===== config.mk =====
export PLATFORM = sky130hd
export DESIGN_NAME = rca_seq_ctrl
export DESIGN_NICKNAME = d
export VERILOG_FILES = /design/src/rtl/rca_seq_pkg.sv /design/src/rtl/rca_seq_ctrl.sv
export SDC_FILE = /design/constraint.sdc
export NUM_CORES = 1
export LEC_CHECK = 0
export ABC_AREA = 1
export CORE_UTILIZATION = 45
export DETAILED_ROUTE_END_ITERATION = 10
export PLACE_DENSITY = 0.86
export SLEW_MARGIN = 25
export SYNTH_ARGS = -nofsm -noshare
export SYNTH_HDL_FRONTEND = slang
export SYNTH_SLANG_ARGS = --single-unit

===== constraint.sdc =====
create_clock -name clk -period 2.48 [get_ports clk]
set_input_delay 0.496 -clock clk [delete_from_list [all_inputs] [get_ports clk]]
set_output_delay 0.496 -clock clk [all_outputs]
set_load 0.02 [all_outputs]

===== src/rtl/rca_seq_pkg.sv =====
// rca_seq_pkg: shared types and constants for the nibble-serial adder sequencer.
//   state_t  : sequencer FSM state encoding
//   SLICE_W  : width of one adder slice (the shared rca4)
//   nslice() : number of slices needed for a given operand width
package rca_seq_pkg;

  typedef enum logic [1:0] {
    IDLE = 2'd0,
    BUSY = 2'd1,
    DONE = 2'd2
  } state_t;

  localparam int SLICE_W = 4;

  function automatic int nslice(input int width);
    return width / SLICE_W;
  endfunction

endpackage


===== src/rtl/rca_seq_ctrl.sv =====
// rca_seq_ctrl: performs a WIDTH-bit add on one external 4-bit ripple-carry
// adder, one nibble per cycle, LSB first. The inter-slice carry is registered
// here, and the sum nibbles are collected into sum_out.
//
// Ports:
//   clk, rst             clock, synchronous active-high reset
//   in_valid / in_ready  request handshake (in_ready only in IDLE)
//   a_in, b_in, cin      operands and carry-in, captured on accept
//   out_valid/out_ready  result handshake (out_valid only in DONE)
//   sum_out, cout_out    registered sum and carry-out
//   ovf_out              signed overflow; real only when RCA_SEQ_OVF_EN is
//                        defined, otherwise tied to 0
//   add_a, add_b, add_ci drive to the shared rca4 (0 outside BUSY)
//   add_s, add_co        result from the shared rca4
//
// Optional build macro: RCA_SEQ_OVF_EN enables the signed overflow flag.
//
// state | meaning
// ------+-------------------------------------------------------------
// IDLE  | waiting for a request; in_ready=1
// BUSY  | one slice per cycle through the adder, idx selects the nibble
// DONE  | result held on outputs until out_ready
module rca_seq_ctrl
  import rca_seq_pkg::*;
#(
  parameter int WIDTH = 16
) (
  input  logic             clk,
  input  logic             rst,
  input  logic             in_valid,
  output logic             in_ready,
  input  logic [WIDTH-1:0] a_in,
  input  logic [WIDTH-1:0] b_in,
  input  logic             cin,
  output logic             out_valid,
  input  logic             out_ready,
  output logic [WIDTH-1:0] sum_out,
  output logic             cout_out,
  output logic             ovf_out,
  output logic [3:0]       add_a,
  output logic [3:0]       add_b,
  output logic             add_ci,
  input  logic [3:0]       add_s,
  input  logic             add_co
);

  localparam int NSLICE = nslice(WIDTH);
  localparam int IDX_W  = (NSLICE > 1) ? $clog2(NSLICE) : 1;
  localparam logic [IDX_W-1:0] IDX_LAST = IDX_W'(NSLICE - 1);

  state_t           state;
  logic [IDX_W-1:0] idx;
  logic [WIDTH-1:0] a_reg;
  logic [WIDTH-1:0] b_reg;
  logic             carry_reg;

  assign in_ready  = (state == IDLE);
  assign out_valid = (state == DONE);

  always_comb begin
    add_a  = '0;
    add_b  = '0;
    add_ci = 1'b0;
    if (state == BUSY) begin
      add_a  = a_reg[SLICE_W*idx +: SLICE_W];
      add_b  = b_reg[SLICE_W*idx +: SLICE_W];
      add_ci = carry_reg;
    end
  end

  always_ff @(posedge clk) begin
    if (rst) begin
      state     <= IDLE;
      idx       <= '0;
      a_reg     <= '0;
      b_reg     <= '0;
      carry_reg <= 1'b0;
      sum_out   <= '0;
      cout_out  <= 1'b0;
`ifdef RCA_SEQ_OVF_EN
      ovf_out   <= 1'b0;
`endif
    end else begin
      unique case (state)
        IDLE: begin
          if (in_valid) begin
            a_reg     <= a_in;
            b_reg     <= b_in;
            carry_reg <= cin;
            idx       <= '0;
            sum_out   <= '0;
            cout_out  <= 1'b0;
`ifdef RCA_SEQ_OVF_EN
            ovf_out   <= 1'b0;
`endif
            state     <= BUSY;
          end
        end
        BUSY: begin
          sum_out[SLICE_W*idx +: SLICE_W] <= add_s;
          carry_reg <= add_co;
          if (idx == IDX_LAST) begin
            cout_out <= add_co;
`ifdef RCA_SEQ_OVF_EN
            // Same operand signs but a different result sign.
            ovf_out  <= (a_reg[WIDTH-1] == b_reg[WIDTH-1]) &&
                        (add_s[3] != a_reg[WIDTH-1]);
`endif
            state    <= DONE;
          end else begin
            idx <= idx + 1'b1;
          end
        end
        DONE: begin
          if (out_ready) state <= IDLE;
        end
        default: state <= IDLE;
      endcase
    end
  end

`ifndef RCA_SEQ_OVF_EN
  assign ovf_out = 1'b0;
`endif

endmodule


# Word-level counts from Yosys, hierarchy flattened
# Index checks and enable logic that the tools add are counted.
dict set report totals {
  register_bits 54
  inputBits 42
  output_inout_bits 29
  word_cells 45
}
dict set report op_classes {
  n_addsub 2
  n_eq_ne 7
  shifts 4
  mux 18
  reduce_logical 7
}
# op count
set op_table {}
lappend op_table {{negation 4 -> 34 bit} 1}
lappend op_table {{variable shift 4 x 34 -> 16 bit, first input constant} 1}
lappend op_table {{indexed part select 4 x 34 -> 16 bit} 1}
lappend op_table {{case mux 16 bit (2 select lines)} 1}
lappend op_table {{indexed part select 16 x 5 -> 4 bit} 2}
lappend op_table {{bitwise mux 16 bit} 1}
lappend op_table {{2-to-1 mux 16 bit} 1}
lappend op_table {{2-to-1 mux 2 bit} 5}
lappend op_table {{AND reduction 3 bit} 3}
lappend op_table {{2-to-1 mux 4 bit} 2}
lappend op_table {{case mux 2 bit (3 select lines)} 1}
lappend op_table {{equality test 2 bit, second input constant} 2}
lappend op_table {{2-to-1 mux 1 bit} 4}
lappend op_table {{inequality test 2 x 1 -> 1 bit, second input constant} 2}
lappend op_table {{inequality test 2 bit, second input constant} 2}
lappend op_table {{case mux 1 bit (2 select lines)} 2}
lappend op_table {{case mux 2 bit (2 select lines)} 1}
lappend op_table {{AND reduction 2 bit} 2}
lappend op_table {{adder 2 x 1 -> 2 bit, second input constant} 1}
lappend op_table {{equality test 2 x 1 -> 1 bit, second input constant} 1}
lappend op_table {{zero test 2 bit} 1}
lappend op_table {{nonzero test 2 bit} 1}

# Depth between registers and ports, before layout
# Gate-level depths: netlist of run 1.
dict set report logic_depth {
  word_depth 4
  depth_mapped 9
  mapped_depth_nobuf 7
}

# Worst setup path before layout of run 1
# No wires, ideal clock.
dict set report synth_path {
  path_kind {register -> output}
  from {register idx[0]}
  to {output add_a[3]}
  arrival_time_ps 1271
  required_time_ps 1984
  path_slack_ps 713
  path_stages_with_launch 6
  cell_sequence {dfxtp_1 buf_2 inv_1 buf_2 o21ai_0 a21oi_1}
}
dict set report synth_via {
  elab_chain_len 2
}
# item line
set synth_lines {}
lappend synth_lines {{start, declared} rca_seq_ctrl.sv:52} ;# logic [IDX_W-1:0] idx;
lappend synth_lines {{start signal, assigned} rca_seq_ctrl.sv:111} ;# idx <= idx + 1'b1;
lappend synth_lines {{indexed part select 16 x 5 -> 4 bit} rca_seq_ctrl.sv:65} ;# add_a = a_reg[SLICE_W*idx +: SLICE_W];
lappend synth_lines {{2-to-1 mux 4 bit} rca_seq_ctrl.sv:64} ;# if (state == BUSY) begin
lappend synth_lines {{end, declared} rca_seq_ctrl.sv:40} ;# output logic [3:0] add_a,
# Every way passes these cells.

# Final worst setup path of run 1
dict set report layout_path {
  from {register state[1]}
  to {output out_valid}
}
dict set report layout_via {
  elab_chain_len 1
}
# item line
set layout_lines {}
lappend layout_lines {{start, declared} rca_seq_ctrl.sv:51} ;# state_t state;
lappend layout_lines {{start signal, assigned} rca_seq_ctrl.sv:73} ;# state <= IDLE;
lappend layout_lines {{start signal, assigned} rca_seq_ctrl.sv:96} ;# state <= BUSY;
lappend layout_lines {{start signal, assigned} rca_seq_ctrl.sv:109} ;# state <= DONE;
lappend layout_lines {{equality test 2 bit} rca_seq_ctrl.sv:58} ;# assign out_valid = (state == DONE);
lappend layout_lines {{end, declared} rca_seq_ctrl.sv:35} ;# output logic out_valid,
# Every way passes these cells.

==> flow_summary.toml, run 1 <==
[sta]
fin_hold_ws_ns = 0.462
period_share_pct = 90.7
grt_setup_unrepaired = "no"
fmax_ghz = 0.445
hold_violations = 0
drv_slew = 0
finalSetupViolCount = 0
worst_pin_slew_ns = 0.504
relSlewSlack_pct = 66.3
tns_ns = 0
layout_min_cycle_time_ns = 2.25
clock_skew_ns = 0.0139
worst_slack_ns = 0.231

[drt]
via_per_inst = 5.04
drtPass1Iterations = 5
ant_nets = 0
dr.first_iter.drc_count = 162
drc = 0
wl_per_cell_um = 12.4
via_count = 2558
drt-total-wl_mm = 6.29

[synthesis]
synth_nets = 420
synth_common_cells = "nor2_1 (108), dfxtp_1 (54), nand2_1 (46)"
async_flop_share_pct = 0
synth_cell_types = 22
netlist_top_cells_area = "dfxtp_1 (42%), nor2_1 (16%), o21ai_0 (8.0%)"
synth_ff_type = "dfxtp_1"
yosysMostFrequentCell = "nor2_1"
netlist_instances = 372
netlist.area_leader.share_pct = 42.0
synth_top_area_cell = "dfxtp_1"
synth_seq_cells = 54
yosys_warnings = 0
synth_edf_count = 0
ys_seq_area_share_pct = 42.0
syn_area_per_cell_sq_um = 6.91
syn_area_sq_um = 2570

[floorplanning]
row_count = 27
die_h_um = 77.6
die_w_um = 77.6
io_pins = 71
core_sq_um = 5510
start_util_pct = 46.7
fp.dieArea_sq_um = 6020

[finish]
drive_above_1_share_pct = 7.80
final_nets = 483
synthToLayoutAreaGrowth_pct = 33.0
num_antenna_cells = 0

[global_route]
grt_max_degree = 39
grt_pass1_wl_mm = 10.5
track_usage_pct = 21.6
antenna_found_initial = 0
grt_pass1_vias = 2377
grt.overflow.total = 0

[clock_network]
cts_hold_buf = 0
htree_levels = 2
clk_latency_ns = 0.31
clock_sinks = 54
root_buffer = "clkbuf_8"
cts_tree = "built"
clk_pin_slew_ns = 0.10
cts_buffer_depth = 2
numCtsBuffers = 5

[critical_path]
crit_chain = "inv_2 > buf_4 > nor2_1 > clkdlybuf4s50_1"
critPathKind = "reg -> out"
cp_top_family = "buffers and inverters"
arrival_ns = 1.75
path_max_fanout = 9
cpPeakStageDelay_ns = 0.62
cp_slowest_cell = "clkdlybuf4s50_1"
start_kind = "register"
cp_data_required_time_ns = 1.98
critPathBufInv = 3
worstSetupEndpointType = "primary output"

[outcome]
status = "completed"

[run]
maxCapViolCount = 0

[min_path]
hold_class = "reg -> reg"

[placement]
hpwl_mm = 4.58
gp_congestion = 0.885
post-place-ws_ns = 0.354
io_buffers = 69

[power_and_ir_drop]
power_leakage_nw = 1.49
p_per_area_nw_per_um2 = 548
irDropWorstVdd_mv = 0.329
-- final cells by class --
| type | instances | area (sq um) |
|---|---|---|
| Clock buffer | 5 | 68.8 |
| Clock inverter | 3 | 23.8 |
| Fill cell | 491 | 2090 |
| Inverter | 27 | 101 |
| Multi-Input combinational cell | 270 | 1270 |
| Sequential cell | 54 | 1080 |
| Tap cell | 72 | 90.1 |
| Timing Repair Buffer | 77 | 783 |
-- worst min-delay path: stages (launching register included) --
cell and delay (ns):
dfxtp_1 0.31, inv_1 0.06, a21oi_1 0.06
-- power by group --
group,total [mW],internal (mW),switching (mW)
combinational,0.430,0.189,0.241
sequential,0.956,0.924,0.0320
clock,0.490,0.202,0.288
total,1.88,1.31,0.562
-- metrics by stage --
step	instance area, sq um	util, %	power [mW]	std cells
after floorplan	2570	-	1.24	372
after global placement	3310	60.0	1.39	500
after detailed placement	3310	60.0	1.40	500
after CTS	3400	61.7	1.89	508
after global routing	3420	62.1	1.99	508
final	3420	62.1	1.88	508
-- repair_timing --
| item | 4_1_cts | 5_1_grt |
|---|---|---|
| buffers inserted | 0 | 0 |
| endpoints found under the setup margin | 0 | 8 |
| gates resized for setup | 0 | 10 |
-- layer usage --
layer  up-vias  global-route usage (%)  share of wire (%)
li1       1303                       -                  -
met1      1148                    26.1                 43
met4         0                    4.53               0.70
met2       100                    39.0                 49
met3         7                    4.35                7.2
met5         -                       0                  0
-- cell families (layout without fill, tap and decap cells) --
family / count (synthesis) / in the layout / synth area share [%]
AO/OA/AOI/OAI: 71 / 71 / 13.8
adder cells (fa/ha/maj): 6 / 6 / 2.92
buffers and inverters: 48 / 112 / 8.56
flip-flops: 54 / 54 / 42.0
other: 1 / 1 / 0.146
AND/OR/NAND/NOR: 192 / 192 / 32.5
-- worst paths after layout --
check / startpoint / end / slack [ns] / cells past startpoint
min reg2reg: a_reg[6] / a_reg[6] / 0.46 / 2
max: state[1] / out_valid / 0.23 / 4
min: a_reg[6] / a_reg[6] / 0.46 / 2
max reg2reg: idx[0] / sum_out[3] / 0.64 / 9
-- layout by cell type, fill, tap and decap left out, drive strengths merged --
| cell | Yosys | routed |
|---|---|---|
| a21oi | 30 | 30 |
| buf | 17 | 8 |
| clkbuf | 4 | 5 |
| clkdlybuf4s50 | 0 | 61 |
| clkinvlp | 0 | 2 |
| conb | 1 | 1 |
| dfxtp | 54 | 54 |
| dlymetal6s2s | 0 | 8 |
| ha | 6 | 6 |
| inv | 27 | 28 |
| nand2 | 49 | 49 |
| nand3 | 26 | 26 |
| nand3b | 4 | 4 |
| nand4 | 1 | 1 |
| nor2 | 112 | 112 |
| o21ai | 41 | 41 |
No activity file was read; power rests on OpenSTA's default activity.
==> inputs of run 2 (changes only) <==
- CORE_UTILIZATION: 45 -> 30
- PLACE_DENSITY: 0.86 -> 0.64
==> run 2 against run 1 <==
Effect of this change:
- utilization shrank 20 points
- register-to-register slack lost 0.17 ns
- fmax shrank 6.1%
- global-route usage shrank 5.0 points
- non-clock buffer count is the same
- clock power grew 20%
- die area grew 49%
- via count shrank 1.1%
- final cell count grew 6.5%
- largest power group unchanged
- highest routed layer unchanged
==> flow_summary.toml, run 2 (same netlist as run 1, synthesis figures left out) <==
[sta]
fmax_ghz = 0.418
finalSetupViolCount = 0
period_share_pct = 96.6
layout_min_cycle_time_ns = 2.39
drv_slew = 0
grt_setup_unrepaired = "no"
worst_pin_slew_ns = 0.547
clock_skew_ns = 0.00463
hold_violations = 0
relSlewSlack_pct = 63.5
tns_ns = 0

[floorplanning]
core_sq_um = 8260
fp.dieArea_sq_um = 8950
io_pins = 71
start_util_pct = 31.1
die_w_um = 94.6
die_h_um = 94.6
row_count = 33

[finish]
drive_above_1_share_pct = 7.34
final_cell_mix = "nor2_1 (108), clkdlybuf4s50_1 (63), dfxtp_1 (54), nand2_1 (46), o21ai_0 (41)"
final_core_util_pct = 42.0
num_antenna_cells = 0
nFillCells = 855
final_nets = 483
synthToLayoutAreaGrowth_pct = 34.9
mostFrequentLayoutCell = "nor2_1"

[power_and_ir_drop]
p_per_area_nw_per_um2 = 570
power_frac_seq_pct = 48.4
p_int_mw = 1.41
p_comb_share_pct = 21.9
irDropWorstVdd_mv = 0.252
power_leakage_nw = 1.47
pwr-share-clk_pct = 29.8
p_switching_mw = 0.565
swShare_pct = 28.6

[placement]
hpwl_mm = 5.04
gp_congestion = 0.874
io_buffers = 69

[drt]
dr.first_iter.drc_count = 82
ant_nets = 0
wl_per_cell_um = 12.8
drtPass1Iterations = 4
via_count = 2531
drt-total-wl_mm = 6.91
via_per_inst = 4.68
drc = 0

[global_route]
antenna_found_initial = 0
grt_pass1_vias = 2497
grt.overflow.total = 0
grt_max_degree = 39
track_usage_pct = 16.6
grt_pass1_wl_mm = 11.6

[clock_network]
cts_tree = "built"
clk_pin_slew_ns = 0.09
root_buffer = "clkbuf_8"
clock_sinks = 54
clk_latency_ns = 0.31
cts_hold_buf = 0
htree_levels = 2
numCtsBuffers = 5
cts_buffer_depth = 2

[critical_path]
critPathKind = "reg -> out"
reg2reg_setup_slack_ns = 0.47
worstSetupEndpointType = "primary output"
cp_data_required_time_ns = 1.98
start_kind = "register"
path_max_fanout = 10
arrival_ns = 1.90

[min_path]
hold_class = "reg -> reg"

[run]
maxCapViolCount = 0

[outcome]
status = "completed"
-- run 2: cell count changes in the layout (fill, tap and decap cells not counted), moves of 2 or more --
| cell | before | now |
|---|---|---|
| clkdlybuf4s50_1 | 61 | 63 |
| dfxtp_1 | 52 | 54 |
| dfxtp_2 | 2 | 0 |
| dlymetal6s2s_1 | 8 | 6 |
-- run 2: through the flow --
stage | worst slack, ns | area, sq um | total power [mW] | hold slack, ns | instances
after floorplan | 0.713 | 2570 | 1.24 | 0.429 | 372
after global placement | 0.406 | 3330 | 1.40 | 0.447 | 532
after detailed placement | 0.389 | 3330 | 1.40 | 0.449 | 532
after CTS | 0.0392 | 3440 | 2.00 | 0.463 | 540
after global routing | 0.00638 | 3470 | 2.11 | 0.489 | 541
final | 0.0855 | 3470 | 1.98 | 0.459 | 541
-- run 2: repair_timing --
action                     4_1_cts  5_1_grt
setup endpoints to repair        0        8
buffers inserted                 0        1
resized for setup                0        9
-- run 2: path summary, 6_finish.rpt --
kind                               start         end  cells after the start
worst max-delay path            state[0]    add_b[0]                      3
worst min-delay path            a_reg[7]    a_reg[7]                      2
worst min register to register  a_reg[7]    a_reg[7]                      2
worst max register to register    idx[0]  sum_out[0]                     10
-- run 2: per-layer routing --
layer	GRT usage (%)	wire length (um)	vias up
met5	0	0	-
met4	5.68	125	0
met3	4.03	557	11
met2	27.1	3120	91
met1	21.3	3100	1127
li1	-	-	1302
-- run 2: power groups by stage --
stage	Combinational (mW)	Clock (mW)	Sequential, mW
global route	0.492	0.653	0.963
detailed placement	0.428	0	0.977
CTS	0.431	0.609	0.957
global placement	0.422	0	0.976
finish	0.432	0.588	0.956
floorplan	0.267	0	0.972
-- run 2: final cells by class --
class / count / area (sq um) / area share, %
Clock buffer: 6 / 72.6 / 2.09
Clock inverter: 2 / 37.5 / 1.08
Inverter: 27 / 108 / 3.10
Multi-Input combinational cell: 270 / 1270 / 36.6
Sequential cell: 54 / 1080 / 31.2
Tap cell: 105 / 131 / 3.79
Timing Repair Buffer: 77 / 769 / 22.2
-- run 2: worst max-delay path, stage by stage, from the launching register on --
cell and delay (ns):
dfxtp_1 0.54, nand2_2 0.23, a21oi_1 0.19, clkdlybuf4s50_1 0.63
==> inputs of run 3 (changes only) <==
- CTS_CLUSTER_SIZE: default -> 28
==> results of run 3 <==
The final DEF is identical to that of run 2; final timing and power are the same.
